**config.mk**
```make
export PLATFORM = sky130hd
export DESIGN_NAME = mux_tree_pipe
export DESIGN_NICKNAME = d
export VERILOG_FILES = /design/src/rtl/mux_pkg.sv /design/src/rtl/mux4_stage.sv /design/src/rtl/mux_tree_pipe.sv
export SDC_FILE = /design/constraint.sdc
export NUM_CORES = 1
export LEC_CHECK = 0
export ABC_AREA = 1
export BUFFER_PORTS_ARGS = -buffer_cell sky130_fd_sc_hd__buf_2
export CAP_MARGIN = 20
export CORE_MARGIN = 1
export CORE_UTILIZATION = 30
export DETAILED_ROUTE_END_ITERATION = 16
export PLACE_DENSITY = 0.58
export SLEW_MARGIN = 15
export SYNTH_ARGS = -nofsm -noshare
export SYNTH_HDL_FRONTEND = slang
export SYNTH_HIERARCHICAL = 1
export SYNTH_SLANG_ARGS = --single-unit
```
**constraint.sdc**
```tcl
create_clock -name clk -period 3.5 [get_ports clk]
set_input_delay 0.175 -clock clk [delete_from_list [all_inputs] [get_ports clk]]
set_output_delay 0.175 -clock clk [all_outputs]
set_load 0.01 [all_outputs]
```
**src/rtl/mux_pkg.sv**
```systemverilog
// rtl/mux_pkg.sv - shared constants and level-count helpers for the pipelined mux tree
package mux_pkg;

  localparam int MAX_N = 256;

  // Number of 4:1 levels needed to reduce n inputs to one (last level may be 2:1).
  function automatic int clog4(input int n);
    int l;
    int v;
    l = 0;
    v = 1;
    while (v < n) begin
      v = v * 4;
      l = l + 1;
    end
    return l;
  endfunction

  // Number of words entering level k of a tree with n leaves.
  function automatic int lvl_count(input int n, input int k);
    int c;
    c = n;
    for (int i = 0; i < k; i++) begin
      c = (c + 3) / 4;
    end
    return c;
  endfunction

endpackage

```
**src/rtl/mux4_stage.sv**
```systemverilog
// rtl/mux4_stage.sv - one registered 4:1 slice carrying data, valid bit and channel tag
module mux4_stage #(
  parameter int W     = 8,
  parameter int SEL_W = 4,
  parameter int LEVEL = 0
) (
  input  logic               clk,
  input  logic               rst_n,
  input  logic               en,
  input  logic [4*W-1:0]     d_in,
  input  logic [3:0]         v_in,
  input  logic [4*SEL_W-1:0] t_in,
  output logic [W-1:0]       d_out,
  output logic               v_out,
  output logic [SEL_W-1:0]   t_out
);

  logic [1:0] pick;

  // All four children carry the same tag, so slot 0 drives the select; an odd
  // select width leaves only one bit for the final level, making it a 2:1.
  if (2 * LEVEL + 1 < SEL_W) begin : g_pick4
    assign pick = t_in[2*LEVEL +: 2];
  end else begin : g_pick2
    assign pick = {1'b0, t_in[2*LEVEL]};
  end

  always_ff @(posedge clk or negedge rst_n) begin
    if (!rst_n) begin
      d_out <= '0;
      v_out <= 1'b0;
      t_out <= '0;
    end else if (en) begin
      d_out <= d_in[pick*W +: W];
      v_out <= v_in[pick];
      t_out <= t_in[pick*SEL_W +: SEL_W];
    end
  end

endmodule

```
**src/rtl/mux_tree_pipe.sv**
```systemverilog
// rtl/mux_tree_pipe.sv - pipelined N:1 mux tree with direct or scan-counter selection
module mux_tree_pipe
  import mux_pkg::*;
#(
  parameter int W     = 8,
  parameter int N     = 16,
  parameter int SEL_W = 4
) (
  input  logic             clk,
  input  logic             rst_n,
  input  logic [N*W-1:0]   in_data,
  input  logic [SEL_W-1:0] sel,
  input  logic             scan_mode,
  input  logic             scan_load,
  input  logic             in_valid,
  output logic             in_ready,
  output logic [W-1:0]     out_data,
  output logic [SEL_W-1:0] out_sel,
  output logic             out_valid,
  input  logic             out_ready
);

  localparam int L = clog4(N);

  if (SEL_W != $clog2(N)) begin : g_bad_sel
    $error("mux_tree_pipe: SEL_W must equal log2(N)");
  end
  if ((N < 2) || (N > MAX_N) || ((N & (N - 1)) != 0)) begin : g_bad_n
    $error("mux_tree_pipe: N must be a power of 2 in 2..MAX_N");
  end
  if ((W < 1) || (W > 64)) begin : g_bad_w
    $error("mux_tree_pipe: W must be in 1..64");
  end

  logic             adv;
  logic             accept;
  logic [SEL_W-1:0] scan_cnt;
  logic [SEL_W-1:0] eff_sel;

  // Whole pipeline moves in lockstep; bubbles are kept, not squeezed out.
  assign adv      = out_ready | ~out_valid;
  assign in_ready = adv;
  assign accept   = in_valid & adv;
  assign eff_sel  = scan_mode ? scan_cnt : sel;

  // Load wins over increment; a beat accepted in the load cycle already used the old count.
  always_ff @(posedge clk or negedge rst_n) begin
    if (!rst_n) begin
      scan_cnt <= '0;
    end else if (scan_load) begin
      scan_cnt <= sel;
    end else if (accept && scan_mode) begin
      scan_cnt <= scan_cnt + 1'b1;
    end
  end

  for (genvar k = 0; k < L; k++) begin : gen_lvl
    localparam int CI = lvl_count(N, k);
    localparam int CO = lvl_count(N, k + 1);

    logic [CI*W-1:0]       d_src;
    logic [CI-1:0]         v_src;
    logic [CI*SEL_W-1:0]   t_src;
    logic [4*CO*W-1:0]     d_in;
    logic [4*CO-1:0]       v_in;
    logic [4*CO*SEL_W-1:0] t_in;
    logic [CO*W-1:0]       d_out;
    logic [CO-1:0]         v_out;
    logic [CO*SEL_W-1:0]   t_out;

    if (k == 0) begin : g_src
      assign d_src = in_data;
      assign v_src = {CI{accept}};
      assign t_src = {CI{eff_sel}};
    end else begin : g_src
      assign d_src = gen_lvl[k-1].d_out;
      assign v_src = gen_lvl[k-1].v_out;
      assign t_src = gen_lvl[k-1].t_out;
    end

    // Only a final 2:1 level has fewer than four inputs per slice; pad slots are never picked.
    if (CI == 4 * CO) begin : g_pad
      assign d_in = d_src;
      assign v_in = v_src;
      assign t_in = t_src;
    end else begin : g_pad
      assign d_in = {{((4 * CO - CI) * W){1'b0}}, d_src};
      assign v_in = {{(4 * CO - CI){1'b0}}, v_src};
      assign t_in = {{((4 * CO - CI) * SEL_W){1'b0}}, t_src};
    end

    for (genvar j = 0; j < CO; j++) begin : gen_slice
      mux4_stage #(
        .W     (W),
        .SEL_W (SEL_W),
        .LEVEL (k)
      ) u_stage (
        .clk   (clk),
        .rst_n (rst_n),
        .en    (adv),
        .d_in  (d_in[j*4*W +: 4*W]),
        .v_in  (v_in[j*4 +: 4]),
        .t_in  (t_in[j*4*SEL_W +: 4*SEL_W]),
        .d_out (d_out[j*W +: W]),
        .v_out (v_out[j]),
        .t_out (t_out[j*SEL_W +: SEL_W])
      );
    end
  end

  assign out_data  = gen_lvl[L-1].d_out;
  assign out_valid = gen_lvl[L-1].v_out;
  assign out_sel   = gen_lvl[L-1].t_out;

endmodule
```
### After elaboration in Yosys (flattened, before gate mapping)

Index checks and enable logic that the tools add are counted.
Widths: inputs -> output; s select.

* bits in registers: 54
* bits of input ports: 138
* output and inout port bits: 14
* word-level logic and storage cells: 32

* $add $sub $neg: 1
* magnitude comparators: 2
* shift operators: 7
* muxes and demuxes: 7
* bitwise gates (word level): 3
* reduce and logical (&&, ||, !) cells: 2

Operators with widths (number)
* $shiftx 32x6->8: 5
* $shiftx 16x5->4: 2
* $mux 4: 3
* $lt 2x3->1 const B: 2
* $add 4x1->4 const B: 1
* $bmux 1 s2: 2
* $mux 1: 2
* $reduce_bool 2->1: 1
* $and 1x1->1: 1
* $logic_and 1x1->1: 1
* $not 1->1: 1
* $or 1x1->1: 1

### Depth between registers and ports, before layout

* word-level depth: 6
* depth in mapped cells: 10
* mapped depth without buffers: 8

### By module

The synthesis kept the hierarchy.

Modules (own cells, without submodules)
* mux4_stage (gen_lvl[0].gen_slice[0].u_stage ...): instances 4, cells an instance 199, area each 1122.3 sq um, sequential area each 325.3 sq um
* mux4_stage (gen_lvl[1].gen_slice[0].u_stage): instances 1, cells an instance 199, area each 1094.8 sq um, sequential area each 325.3 sq um
* mux_tree_pipe: instances 1, cells an instance 51, area each 347.8 sq um, sequential area each 100.1 sq um

### Worst setup path after synthesis

Ideal clock, no wire load.

* path kind: in2reg
* start: in scan_mode
* end: reg gen_lvl[0].gen_slice[0].u_stage.t_out[0]
* library setup time: 0.122 ns
* arrival: 2.951 ns
* data required time: 3.378 ns
* path slack: 0.427 ns
* stages: 6
* path buffers: 2
* path through: buf_6 o21ai_0 buf_2 nor2_1 nor2_1 a21oi_1

* longest elaborated chain between the ends: 2

Ends and longest elaborated chain
* from (decl): RTL line mux_tree_pipe.sv:13 `input logic scan_mode,`
* $mux 4: RTL line mux_tree_pipe.sv:44 `assign eff_sel = scan_mode ? scan_cnt : sel;`
* via eff_sel[1]: RTL line mux_tree_pipe.sv:38 `logic [SEL_W-1:0] eff_sel;`
* $shiftx 16x5->4: RTL line mux4_stage.sv:36 `t_out <= t_in[pick*SEL_W +: SEL_W];`
* to (signal assigned): RTL line mux4_stage.sv:36
* to (decl): RTL line mux4_stage.sv:15 `output logic [SEL_W-1:0] t_out`

The timed path passes the listed nets, and every way through them passes these cells.
A chain may end at the register's enable or synchronous reset.

### Final worst setup path

* start: reg gen_lvl[1].gen_slice[0].u_stage.v_out
* end: out in_ready

* longest elaborated chain between the ends: 2

Ends and longest elaborated chain
* from (decl): RTL line mux4_stage.sv:14 `output logic v_out,`
* from (signal assigned): RTL line mux4_stage.sv:35 `v_out <= v_in[pick];`
* $not 1->1: RTL line mux_tree_pipe.sv:41 `assign adv = out_ready | ~out_valid;`
* $or 1x1->1: RTL line mux_tree_pipe.sv:41
* to (decl): RTL line mux_tree_pipe.sv:16 `output logic in_ready,`

Every way passes these cells.

==> summary.txt <==
Clock tree
  • Number of CTS-inserted buffers: 9
  • Resize count post-CTS: 0
  • Clock Sinks: 69
  • Maximum level of the CTS H-tree: 3
  • # hold bufs at CTS: 1
  • Clock transition at path regs: 0.06 ns
  • Clock buffer depth: 2
  • Clk_lat worst skew: 0.34 ns
  • CTS tree: done
  • Setup Fix Bufs, Post-CTS: 0
  • CTS root buf: clkbuf_16

Global route
  • Grt met2 use: 28.46%
  • Most Crowded Layer GR: met2
  • Vias in the first global route: 5,591
  • Grt met3 use: 2.113%
  • GRT Total Usage: 16.27%
  • First-pass GRT wire length: 26.28 mm
  • Initial antenna violation count: 0
  • Largest net degree at the start of global routing: 73
  • GRT met1 Usage: 20.84%
  • Gr ovfl total: 0

Routing
  • Vias per cell: 4.206
  • Detail Route Antenna Nets: 0
  • Routed WL: 15.84 mm
  • Detailed router's first-iteration violation count: 274
  • Drt first pass iters: 5
  • Vias: 6,065
  • Drt drc: 0
  • DR WL/cell: 10.98 um

Logic synthesis
  • Post-Syn Instances: 1,046
  • Seq/Total Area, Yosys: 29.11%
  • Top post-synthesis cells by count: 468 x nand2_1, 251 x inv_1, 128 x nand3_1
  • Prevailing post-synth register cell: dfrtp_1
  • FFs w/ async S/R, synth: 100.0%
  • Syn Nets: 1,185
  • Yosys warns: 6
  • Avg Inst Size Synth: 5.671 sq um
  • Post-synth EDFFs: 0
  • Top post-synthesis cells by area: nand2_1 30%, dfrtp_1 29%, inv_1 16%
  • Top-area cell type share of the netlist area: 29.61%
  • Most frequent cell after synthesis: nand2_1
  • Synth unique cells: 24
  • Seq cells post-synth: 69
  • Synth area leader: nand2_1
  • Synthesized cell area: 5932 sq um

Worst setup path
  • Critical path type: flip-flop to output port
  • Peak fanout along the critical path: 32
  • Startpoint types: flip-flop
  • Critical Path RT: 3.32 ns
  • Crit. End Element: output port
  • WP data arrival: 1.84 ns

Timing
  • Setup TNS: 0 ns
  • Worst Tran Pin Value: 0.8062 ns
  • Slew Viols, Final: 0
  • Final setup viols: 0
  • Hold Vio Cnt, Final: 0
  • Peak Freq: 0.4969 GHz
  • Final worst path period share: 57.50%
  • Crit path time final: 2.012 ns
  • Setup Skew: 0.009025 ns
  • RSZ-0062 raised after global routing: no
  • Slew HR: 46.25%

Pwr
  • Int Pwr: 2.443 mW
  • Combinational fraction of design power: 43.2%
  • Clock Power Share: 24.8%
  • Net switching power: 1.771 mW
  • Worst VDD drop: 0.0001927 V
  • P_leak: 4.705 nW
  • PwrDens: 592.6 nW/um^2
  • Seq pwr share: 32.0%
  • Switching power share of the total: 42.03%

Floorplan
  • Die Y: 142.6 um
  • Die W: 142.6 um
  • Initial Utilization: 30.58%
  • Die ar.: 20,340 sq um
  • Core area: 19,400 sq um
  • Row count: 51
  • IO Pins: 152

Layout
  • Filler cells: 2,215
  • Final #Nets: 1,312
  • Ant. Diodes: 0
  • Final core occ: 36.67%
  • Share of layout cells above drive strength 1: 19.54%
  • Synth-to-Final Area Change: 19.91%

Min path
  • Min-delay worst type: input pin to flip-flop

Placed design
  • Port Buf Inserts: 151
  • Routability cong.: 0.7665
  • DPL Wire Length: 11.27 mm

Run status
  • Status: complete, no violations

Job
  • Max-cap check violation count: 0
[worst paths after layout]
path	startpoint	to	slack, ns	cells after the start
setup reg to reg	scan_cnt[0]	gen_lvl[0].gen_slice[0].u_stage/d_out[6]	1.60	7
setup / recovery	gen_lvl[1].gen_slice[0].u_stage/v_out	in_ready	1.49	3
hold / removal	sel[3]	scan_cnt[3]	0.09	3
min in group asynchronous	rst_n	gen_lvl[0].gen_slice[1].u_stage/d_out[0]	0.47	2
max in group asynchronous	rst_n	gen_lvl[0].gen_slice[2].u_stage/d_out[1]	2.36	3
hold reg to reg	gen_lvl[1].gen_slice[0].u_stage/d_out[0]	gen_lvl[1].gen_slice[0].u_stage/d_out[0]	0.47	2
[cell families after synthesis]
family / after synthesis / synth area share, %
buffers and inverters: 309 / 23.29
multiplexers: 1 / 0.1898
flip-flops: 69 / 29.11
AO/OA/AOI/OAI: 12 / 1.055
AND/OR/NAND/NOR: 654 / 46.15
adder cells (fa/ha/maj): 1 / 0.2109
[metrics by stage]
stage          worst slack [ns]  cell area [sq um]  std cells  hold WS, ns  total power, mW
2_1_floorplan            0.4266               5932       1046      -0.1206            2.705
3_3_place_gp              1.623               6765       1426       0.3210            3.171
3_5_place_dp              1.589               6765       1426       0.3159            3.201
4_1_cts                   1.416               7113       1442      0.07822            4.274
5_1_grt                   1.336               7113       1442      0.09914            4.615
6_report                  1.488               7113       1442      0.09336            4.215
[flip-flops by register name, indices dropped and copies added (netlist names)]
| name | flops |
|---|---|
| gen_lvl.gen_slice.u_stage/d_out | 40 |
| gen_lvl.gen_slice.u_stage/t_out | 20 |
| scan_cnt | 4 |
| gen_lvl.gen_slice.u_stage/v_out | 5 |
[critical path: stages (launching register included)]
cell and delay [ns]:
dfrtp_1 0.41, nand2_2 0.55, buf_4 0.34, buf_2 0.17
[cells in the final DEF (no fill, tap or decap)]
cell           synthesis  routed
buf_4                  5       7
buf_12                 0       3
inv_4                  5       5
nand2_2               37      37
o21ai_0                3       2
dlygate4sd3_1          0       1
nor2_1                17      17
dfrtp_1               69      69
buf_2                 14     151
mux2_4                 0       1
a21oi_1                6       6
o21ai_1                2       2
nand3_1              128     128
a21boi_0               1       1
inv_2                  7       7
nand3_4                1       1
clkinv_2               0       1
inv_1                251     251
bufinv_16              0       3
ha_1                   1       1
clkbuf_16              0       9
nand2_4                1       1
nand3_2                1       1
clkinv_4               0       2
o21ai_4                0       1
nand2_1              468     468
nand4_1                1       1
[area by class of cell]
type	instances	area [sq um]	share of cell area (%)
clock buffers	9	225.2	3.166
inverters	263	999.7	14.05
clock inverters	6	112.6	1.583
repair buffers	162	878.3	12.35
well taps	265	331.6	4.661
flip-flops and latches	69	1727	24.27
multi-input cells	668	2839	39.91
[layer usage]
layer | vias up | routed length, um
li1 | 3248 | -
met4 | 0 | 189
met3 | 14 | 562
met2 | 110 | 7549
met5 | - | 0
met1 | 2693 | 7534
[power groups by stage]
stage / logic (mW) / clock network (mW) / registers (mW)
final: 1.82 / 1.04 / 1.35
after global routing: 2.11 / 1.10 / 1.40
after CTS: 1.85 / 1.07 / 1.36
after detailed placement: 1.84 / 0 / 1.36
after global placement: 1.81 / 0 / 1.36
after floorplan: 1.38 / 0 / 1.32
Power figures use the tool's default switching activity.
